`src/rtl/fnd_scan_controller.sv`:
```
// Four-digit multiplexed 7-segment common scanner with dead-time, blanking,
// blinking and decimal-point control. All outputs are registered.
module fnd_scan_controller #(
  parameter int CLK_DIV      = 100000,
  parameter int DEAD_CYCLES  = 16,
  parameter int BLINK_FRAMES = 125
) (
  input  logic       i_clk,
  input  logic       i_reset,
  input  logic       i_enable,
  input  logic [3:0] i_blank_mask,
  input  logic [3:0] i_blink_mask,
  input  logic [3:0] i_dp_mask,
  output logic [1:0] o_digitPosition,
  output logic [3:0] o_fndCom,
  output logic       o_dp,
  output logic       o_frame_done,
  output logic       o_blink_phase
);

  localparam int FW = (BLINK_FRAMES > 1) ? $clog2(BLINK_FRAMES) : 1;
  localparam logic [19:0]   DEAD_LAST  = 20'(DEAD_CYCLES - 1);
  localparam logic [19:0]   DRIVE_LAST = 20'(CLK_DIV - DEAD_CYCLES - 1);
  localparam logic [FW-1:0] FRAME_LAST = FW'(BLINK_FRAMES - 1);
  localparam logic [FW-1:0] FRAME_ONE  = FW'(1);

  typedef enum logic [1:0] {
    IDLE  = 2'd0,
    DEAD  = 2'd1,
    DRIVE = 2'd2
  } state_t;

  state_t        state_q, state_d;
  logic [19:0]   cnt_q, cnt_d;
  logic [1:0]    pos_q, pos_d;
  logic [FW-1:0] frame_q, frame_d;
  logic          blink_q, blink_d;
  logic          frame_done_q, frame_done_d;
  logic [3:0]    com_q, com_d;
  logic          dp_q, dp_d;
  logic [3:0]    lit;

  always_comb begin
    state_d      = state_q;
    cnt_d        = cnt_q;
    pos_d        = pos_q;
    frame_d      = frame_q;
    blink_d      = blink_q;
    frame_done_d = 1'b0;
    if (!i_enable) begin
      // Disabling parks the scanner but keeps the blink phase for the restart.
      state_d = IDLE;
      cnt_d   = '0;
      pos_d   = 2'd0;
      frame_d = '0;
    end else begin
      case (state_q)
        IDLE: begin
          state_d = DEAD;
          cnt_d   = '0;
          pos_d   = 2'd0;
        end
        DEAD: begin
          if (cnt_q == DEAD_LAST) begin
            state_d = DRIVE;
            cnt_d   = '0;
          end else begin
            cnt_d = cnt_q + 20'd1;
          end
        end
        DRIVE: begin
          if (cnt_q == DRIVE_LAST) begin
            state_d = DEAD;
            cnt_d   = '0;
            pos_d   = pos_q + 2'd1;
            if (pos_q == 2'd3) begin
              frame_done_d = 1'b1;
              if (frame_q == FRAME_LAST) begin
                frame_d = '0;
                blink_d = ~blink_q;
              end else begin
                frame_d = frame_q + FRAME_ONE;
              end
            end
          end else begin
            cnt_d = cnt_q + 20'd1;
          end
        end
        default: begin
          state_d = IDLE;
          cnt_d   = '0;
          pos_d   = 2'd0;
          frame_d = '0;
        end
      endcase
    end
  end

  // Commons are decoded from the next state so they line up with the registered position.
  genvar gi;
  generate
    for (gi = 0; gi < 4; gi++) begin : g_digit
      assign lit[gi] = (state_d == DRIVE) && (pos_d == 2'(gi)) &&
                       !i_blank_mask[gi] && !(i_blink_mask[gi] && blink_d);
    end
  endgenerate

  assign com_d = ~lit;
  assign dp_d  = |(lit & i_dp_mask);

  always_ff @(posedge i_clk) begin
    if (!i_reset) begin
      state_q      <= IDLE;
      cnt_q        <= '0;
      pos_q        <= 2'd0;
      frame_q      <= '0;
      blink_q      <= 1'b0;
      frame_done_q <= 1'b0;
      com_q        <= 4'b1111;
      dp_q         <= 1'b0;
    end else begin
      state_q      <= state_d;
      cnt_q        <= cnt_d;
      pos_q        <= pos_d;
      frame_q      <= frame_d;
      blink_q      <= blink_d;
      frame_done_q <= frame_done_d;
      com_q        <= com_d;
      dp_q         <= dp_d;
    end
  end

  assign o_digitPosition = pos_q;
  assign o_fndCom        = com_q;
  assign o_dp            = dp_q;
  assign o_frame_done    = frame_done_q;
  assign o_blink_phase   = blink_q;

endmodule

```
`config.mk`:
```
export PLATFORM = sky130hd
export DESIGN_NAME = fnd_scan_controller
export DESIGN_NICKNAME = d
export VERILOG_FILES = /design/src/rtl/fnd_scan_controller.sv
export SDC_FILE = /design/constraint.sdc
export NUM_CORES = 1
export LEC_CHECK = 0
export CAP_MARGIN = 10
export CORE_MARGIN = 2
export CORE_UTILIZATION = 55
export DETAILED_ROUTE_END_ITERATION = 10
export PLACE_DENSITY = 0.85
export SKIP_CTS_REPAIR_TIMING = 1
export SLEW_MARGIN = 10
export SYNTH_ARGS = -nofsm -noshare
export SYNTH_HDL_FRONTEND = slang
export SYNTH_SLANG_ARGS = --single-unit
```
`constraint.sdc`:
```
create_clock -name i_clk -period 3.6 [get_ports i_clk]
set_input_delay 0.54 -clock i_clk [delete_from_list [all_inputs] [get_ports i_clk]]
set_output_delay 0.54 -clock i_clk [all_outputs]
set_load 0.01 [all_outputs]
```
==> results of run 1 <==
[layout make-up]
cell class / instances / area (um2)
clock buffer: 5 / 37.54
clock inverter: 3 / 68.82
fill: 256 / 1064
inverter: 7 / 26.28
multi-input combinational: 158 / 1040
sequential: 38 / 760.7
tap: 46 / 57.56
timing repair buffer: 23 / 230.2
[synthesized netlist by cell type (2+ instances only)]
master                      n  area (um2)
sky130_fd_sc_hd__nor3_1     7       35.03
sky130_fd_sc_hd__nand4_1    8       50.05
sky130_fd_sc_hd__nor4_1     2       12.51
sky130_fd_sc_hd__ha_1       8       100.1
sky130_fd_sc_hd__a21oi_1    2       10.01
sky130_fd_sc_hd__nand3_1   10       50.05
sky130_fd_sc_hd__a211oi_1   2       15.01
sky130_fd_sc_hd__dfxtp_1   38       760.7
sky130_fd_sc_hd__nor2_1    34       127.6
sky130_fd_sc_hd__xor2_1    13       113.9
sky130_fd_sc_hd__xnor2_1   12       105.1
sky130_fd_sc_hd__nor2b_1    2       12.51
sky130_fd_sc_hd__a32o_1     2       20.02
sky130_fd_sc_hd__nand2b_1   2       12.51
sky130_fd_sc_hd__inv_1      7       26.28
sky130_fd_sc_hd__nor3b_1    2       15.01
sky130_fd_sc_hd__and2_1     3       18.77
sky130_fd_sc_hd__and3_1     8       50.05
sky130_fd_sc_hd__nand2_1   18       67.56
sky130_fd_sc_hd__a21o_1     2       15.01
sky130_fd_sc_hd__and4_1     3       26.28
sky130_fd_sc_hd__clkbuf_1   3       11.26
[power by group through the flow]
stage	Sequential, mW	Clock, mW	Combinational, mW
finish	0.423	0.369	0.0347
global route	0.423	0.391	0.0376
CTS	0.423	0.376	0.0345
detailed placement	0.432	0	0.0338
global placement	0.432	0	0.0337
floorplan	0.432	0	0.0158
[worst max-delay path, delay by kind of cell (launching register included)]
kind                     cells  cell delay (ns)
XOR/XNOR                     1             0.41
AO/OA/AOI/OAI                3             0.56
adder cells (fa/ha/maj)      1             0.19
AND/OR/NAND/NOR              3             0.77
flip-flops                   1             0.37
[logic make-up after synthesis]
logic type / Yosys count
AOI/OAI and AO/OA: 17
xor gates and xnor gates: 25
DFF: 38
buffers and inverters: 13
adders and majority gates: 8
and+or+nand+nor: 108
[placed cells by master, fill, tap and decap left out, types with 7 or more instances in the layout]
master,netlist,final
sky130_fd_sc_hd__dfxtp_1,38,38
sky130_fd_sc_hd__nor2_1,34,34
sky130_fd_sc_hd__clkdlybuf4s50_1,0,23
sky130_fd_sc_hd__nand2_1,18,18
sky130_fd_sc_hd__xor2_1,13,13
sky130_fd_sc_hd__xnor2_1,12,12
sky130_fd_sc_hd__nand3_1,10,10
sky130_fd_sc_hd__and3_1,8,8
sky130_fd_sc_hd__nand4_1,8,8
sky130_fd_sc_hd__ha_1,8,8
sky130_fd_sc_hd__inv_1,7,7
sky130_fd_sc_hd__nor3_1,7,7
[state kept, by name (all words and copies together) (netlist names)]
signal / cells
state_q: 2
o_dp: 1
o_blink_phase: 1
frame_q: 7
cnt_q: 20
o_fndCom: 4
o_frame_done: 1
o_digitPosition: 2
[worst min-delay path by stage]
stage / start / endpoint / slack (ns) / depth (start not counted)
final: cnt_q[0]$_SDFF_PN0_ / cnt_q[0]$_SDFF_PN0_ / 0.46 / 1
after floorplan: cnt_q[0]$_SDFF_PN0_ / cnt_q[0]$_SDFF_PN0_ / 0.41 / 1
after global routing: cnt_q[0]$_SDFF_PN0_ / cnt_q[0]$_SDFF_PN0_ / 0.49 / 1
after detailed placement: cnt_q[0]$_SDFF_PN0_ / cnt_q[0]$_SDFF_PN0_ / 0.45 / 1
after CTS: cnt_q[0]$_SDFF_PN0_ / cnt_q[0]$_SDFF_PN0_ / 0.47 / 1
after global placement: cnt_q[0]$_SDFF_PN0_ / cnt_q[0]$_SDFF_PN0_ / 0.42 / 1
[through the flow]
| stage | cells | cell area (um2) |
|---|---|---|
| 5_1_grt | 280 | 2221 |
| 6_report | 280 | 2221 |
| 3_3_place_gp | 272 | 2115 |
| 2_1_floorplan | 209 | 1862 |
| 3_5_place_dp | 272 | 2115 |
| 4_1_cts | 280 | 2221 |
[metal layers]
metal  vias up  GRT usage, %  share of wire (%)
met5         -             0                  0
met4         0         13.06                4.2
met3        15         6.522                4.4
met2        35         33.02                 46
met1       708         24.45                 45
li1        776             -                  -
==> reports/qor.yml, run 1 <==
drt_wl_total_um: 3610
crit-reg2reg-capture: "o_dp$_SDFF_PN0_"
grt_remaining_overflow: 0
rrSetupSlack_ns: 1.21
critPathRequiredTime_ns: 3.86
setup.worst_path.start: "cnt_q[0]$_SDFF_PN0_"
simple_gate_share_of_the_synthesized_area_pct: 30.78
synth_fa_ha_area_share_pct: 5.376
maxSlewViolCount: 0
tritoncts_num_sinks: 38
dp_worst_setup_slack_ns: 1.196
design_power_total_mw: 0.8265
final_period_minus_worst_setup_slack_ns: 2.392
ioPinCount: 24
power.density_nw_per_um2: 372.2
class_of_the_tightest_hold_or_removal_check: "flip-flop to flip-flop"
clkSlewWorstSetupHoldPaths_ns: 0.12
timing.critical_path.to: "o_dp$_SDFF_PN0_"
internal_power_mw: 0.6584
critical_path.max_stage_delay_ns: 0.41
timing.final.setup_violations: 0
switching_power_mw: 0.1682
yosys_register_bits: 38
critPathCaptureType: "flip-flop"
synthXorXnorAreaFrac_pct: 11.76
combinational_family_with_the_most_area_after_synthesis: "simple AND/OR/NAND/NOR gates"
synth.yosys.seq_area_share_pct: 40.86
critical-path-slowest-cell: "sky130_fd_sc_hd__xnor2_1"
final_nets: 256
async_reset_ff_share_pct: 0
vdd.ir_drop.worst_v: 0.0003593
number_of_core_rows: 21
gpl.final_weighted_congestion: 0.9040
synthesis.area_per_instance_um2: 8.908
coreArea_um2: 3284
path_cells: "ha_1, and3_4, and4_1, nand4_1, xnor2_1, a21oi_1, a32o_1, o2bb2ai_1"
layout_setup_ws_ns: 1.208
rsz_0062_raised_after_global_routing: "false"
antennaDiodeCount: 0
worst_ep_arrival_time_ns: 2.65
clock_tree.root_cell: "sky130_fd_sc_hd__clkbuf_4"
synthesis.instances: 209
first_pass_grt_wire_length_um: 6354
wl_per_cell_um: 12.89
antenna_left: 0
worst_r2r_path_depth: 8
dr_vias: 1534
die_width_um: 62.18
drc_errors: 0
via_per_inst: 5.479
synth-edff-count: 0
tritoncts.num_buffers: 5
synthFlopType: "sky130_fd_sc_hd__dfxtp_1"
post_synth_instance_area_um2: 1862
whs_ns: 0.4602
combPwrFrac_pct: 4.2
quantity_of_i_o_buffers_inserted_on_ports: 23
complex_gate_fraction_of_the_synthesized_area_pct: 7.930
drt_pre_antenna_iters: 4
fin_tns_setup_ns: 0
dp_hpwl_um: 2560
path_max_fanout: 9
starting_density_of_the_core_pct: 56.69
finalClockSkew_ns: 0.01298
final.period_utilization_pct: 66.43
post_route_cells_drive_above_1_share_pct: 7.265
leakage_power_nw: 0.7608
height_of_the_die_um: 62.18
regToRegStartpoint: "cnt_q[0]$_SDFF_PN0_"
worstSkewPairLatency_ns: 0.36
vias_in_the_first_global_route: 1489
power.share.sequential_pct: 51.2
pin_count_of_the_biggest_net_entering_global_routing: 21
syn2layout_area_growth_pct: 19.29
result_of_the_run: "complete, no violations"
syn_nets: 232
final_standard_cell_utilization_of_the_core_pct: 67.62
die-area_um2: 3866
grt_util_all_layers_pct: 20.80
cts_max_path_buffers: 2
cts_tree: "built"
grt_antenna_before_repair: 0
worstMarginPinSlew_ns: 0.6603
max_slew_margin_pct: 55.98
synth.mux.area_fraction_pct: 0
drv_cap: 0
timing.fmax_mhz: 418.1
timing.setup.critical_path_class: "flip-flop to flip-flop"
final_hold_violation_count: 0
clockPowerShare_pct: 44.6
yosys.cell_types.count: 43
initialDrtViolationCount: 108
ctsHtreeMaxLevel: 2
setup.worst_path.start_class: "flip-flop"
yosys_warnings: 0
sw_frac_of_total_pct: 20.34
Note: power is estimated with default switching activity, not from simulation.
==> inputs of run 2 (changes only) <==
--- a/config.mk
+++ b/config.mk
@@ -7,9 +7,9 @@
 export LEC_CHECK = 0
 export CAP_MARGIN = 10
 export CORE_MARGIN = 2
-export CORE_UTILIZATION = 55
+export CORE_UTILIZATION = 49
 export DETAILED_ROUTE_END_ITERATION = 10
-export PLACE_DENSITY = 0.85
+export PLACE_DENSITY = 0.81
 export SKIP_CTS_REPAIR_TIMING = 1
 export SLEW_MARGIN = 10
 export SYNTH_ARGS = -nofsm -noshare
==> constraint.sdc (replaced) <==
create_clock -name i_clk -period 2.2 [get_ports i_clk]
set_input_delay 0.33 -clock i_clk [delete_from_list [all_inputs] [get_ports i_clk]]
set_output_delay 0.33 -clock i_clk [all_outputs]
set_load 0.01 [all_outputs]
==> reports/qor.yml, run 2 (synthesized netlist as in run 1, its figures left out) <==
result_of_the_run: "complete, no violations"
final_period_minus_worst_setup_slack_ns: 2.112
via_per_inst: 5.267
final_cell_mix: "37 x sky130_fd_sc_hd__dfxtp_1, 34 x sky130_fd_sc_hd__nor2_1, 23 x sky130_fd_sc_hd__clkdlybuf4s50_1"
dp_hpwl_um: 2837
final.period_utilization_pct: 96.02
worst_ep_arrival_time_ns: 2.29
grt_remaining_overflow: 0
largest_register_ff_count: 20
height_of_the_die_um: 65.64
path_max_fanout: 3
crit-reg2reg-capture: "o_fndCom[2]$_SDFF_PN1_"
postPlaceCellArea_um2: 2245
critPathRequiredTime_ns: 2.37
worst_r2r_path_depth: 7
tritoncts.num_buffers: 5
tritoncts_num_sinks: 38
coreArea_um2: 3661
ctsHtreeMaxLevel: 2
critPathCaptureType: "flip-flop"
drv_cap: 0
post_route_cells_drive_above_1_share_pct: 18.65
final_hold_violation_count: 0
initialDrtViolationCount: 73
regToRegStartpoint: "cnt_q[7]$_SDFF_PN0_"
grt_util_all_layers_pct: 19.71
area.sequential_um2: 762.0
drc_errors: 0
grt_antenna_before_repair: 0
gpl.final_weighted_congestion: 0.8524
worstMarginPinSlew_ns: 0.4126
rsz_0062_raised_after_global_routing: "true"
antenna_left: 0
multiInputGateArea_um2: 1109
die_width_um: 65.64
setup.worst_path.start_class: "flip-flop"
antennaDiodeCount: 0
setup.worst_path.start: "cnt_q[7]$_SDFF_PN0_"
quantity_of_i_o_buffers_inserted_on_ports: 23
worstSkewPairLatency_ns: 0.29
die-area_um2: 4309
timing.setup.critical_path_class: "flip-flop to flip-flop"
final_design_area_no_fill_um2: 2429
regMostFlops: "cnt_q"
number_of_core_rows: 22
max_slew_margin_pct: 72.28
clkSlewWorstSetupHoldPaths_ns: 0.08
cts_tree: "built"
maxSlewViolCount: 0
starting_density_of_the_core_pct: 50.85
num-fill-cells: 282
vias_in_the_first_global_route: 1539
vdd.ir_drop.worst_v: 0.0004867
final_nets: 274
cts_max_path_buffers: 2
clock_tree.root_cell: "sky130_fd_sc_hd__clkbuf_8"
power.density_nw_per_um2: 554.1
ioPinCount: 24
timing.final.setup_violations: 0
drt_pre_antenna_iters: 4
pin_count_of_the_biggest_net_entering_global_routing: 21
first_pass_grt_wire_length_um: 6610
wl_per_cell_um: 13.03
final_standard_cell_utilization_of_the_core_pct: 66.34
rrSetupSlack_ns: 0.09
class_of_the_tightest_hold_or_removal_check: "flip-flop to flip-flop"
whs_ns: 0.4164
leakage_power_nw: 0.8601
finalClockSkew_ns: 0.008203
worstHoldStart: "cnt_q[0]$_SDFF_PN0_"
syn2layout_area_growth_pct: 30.44
final_common_cell: "sky130_fd_sc_hd__dfxtp_1"
timing.critical_path.to: "o_fndCom[2]$_SDFF_PN1_"
timing.fmax_mhz: 473.4
dr_vias: 1580
drt_wl_total_um: 3908
==> run 2: cell count changes in the layout (fill, tap and decap cells not counted), sizes merged <==
cell / previous run / this run
clkinv: 1 / 0
bufinv: 2 / 1
buf: 0 / 17
clkinvlp: 0 / 2
and4: 3 / 4
==> run 2: cell type report <==
| cell class | count | share of cell area (%) |
|---|---|---|
| multi-input cells | 159 | 45.65 |
| flip-flops and latches | 38 | 31.38 |
| repair buffers | 40 | 14.73 |
| clock buffers | 5 | 2.834 |
| well taps | 48 | 2.473 |
| clock inverters | 3 | 1.855 |
| inverters | 7 | 1.082 |
==> run 2: worst min path at each step <==
stage	end	cells past startpoint
final	cnt_q[0]$_SDFF_PN0_	1
after global routing	cnt_q[0]$_SDFF_PN0_	1
after CTS	cnt_q[0]$_SDFF_PN0_	1
after detailed placement	cnt_q[0]$_SDFF_PN0_	1
after global placement	cnt_q[0]$_SDFF_PN0_	1
after floorplan	cnt_q[0]$_SDFF_PN0_	1
==> run 2: report_power, final <==
group / total [mW] / switching, mW / internal [mW]
Combinational: 0.0614 / 0.0250 / 0.0365
Clock: 0.593 / 0.256 / 0.337
Sequential: 0.691 / 0.00234 / 0.689
Total: 1.35 / 0.283 / 1.06
==> run 2: metal layers <==
layer | share of wire [%] | vias to the layer above | global-route usage, % | wire (um)
li1 | - | 807 | - | -
met1 | 45 | 743 | 24.76 | 1767
met2 | 50 | 25 | 32.20 | 1944
met3 | 3.3 | 5 | 4.966 | 130
met4 | 1.7 | 0 | 7.813 | 66
met5 | 0 | - | 0 | 0
==> run 2: through the flow <==
step / total power [mW] / std cells / setup slack (ns) / setup TNS, ns
4_1_cts: 1.355 / 299 / -0.06250 / -0.7030
3_5_place_dp: 0.7674 / 291 / -0.05321 / -0.6386
3_3_place_gp: 0.7672 / 291 / 0.02912 / 0
6_report: 1.346 / 300 / 0.08750 / 0
2_1_floorplan: 0.7325 / 209 / 0.06037 / 0
5_1_grt: 1.392 / 300 / -0.03124 / -0.05916
==> run 2: worst max-delay path, cell delays in order, from the launching register on <==
cell                        delay (ns)
sky130_fd_sc_hd__dfxtp_1          0.32
sky130_fd_sc_hd__or4_4            0.54
sky130_fd_sc_hd__nor2_4           0.13
sky130_fd_sc_hd__nand3_2          0.08
sky130_fd_sc_hd__a311oi_2         0.30
sky130_fd_sc_hd__nor4b_4          0.28
sky130_fd_sc_hd__o211ai_2         0.15
sky130_fd_sc_hd__nand4bb_1        0.19
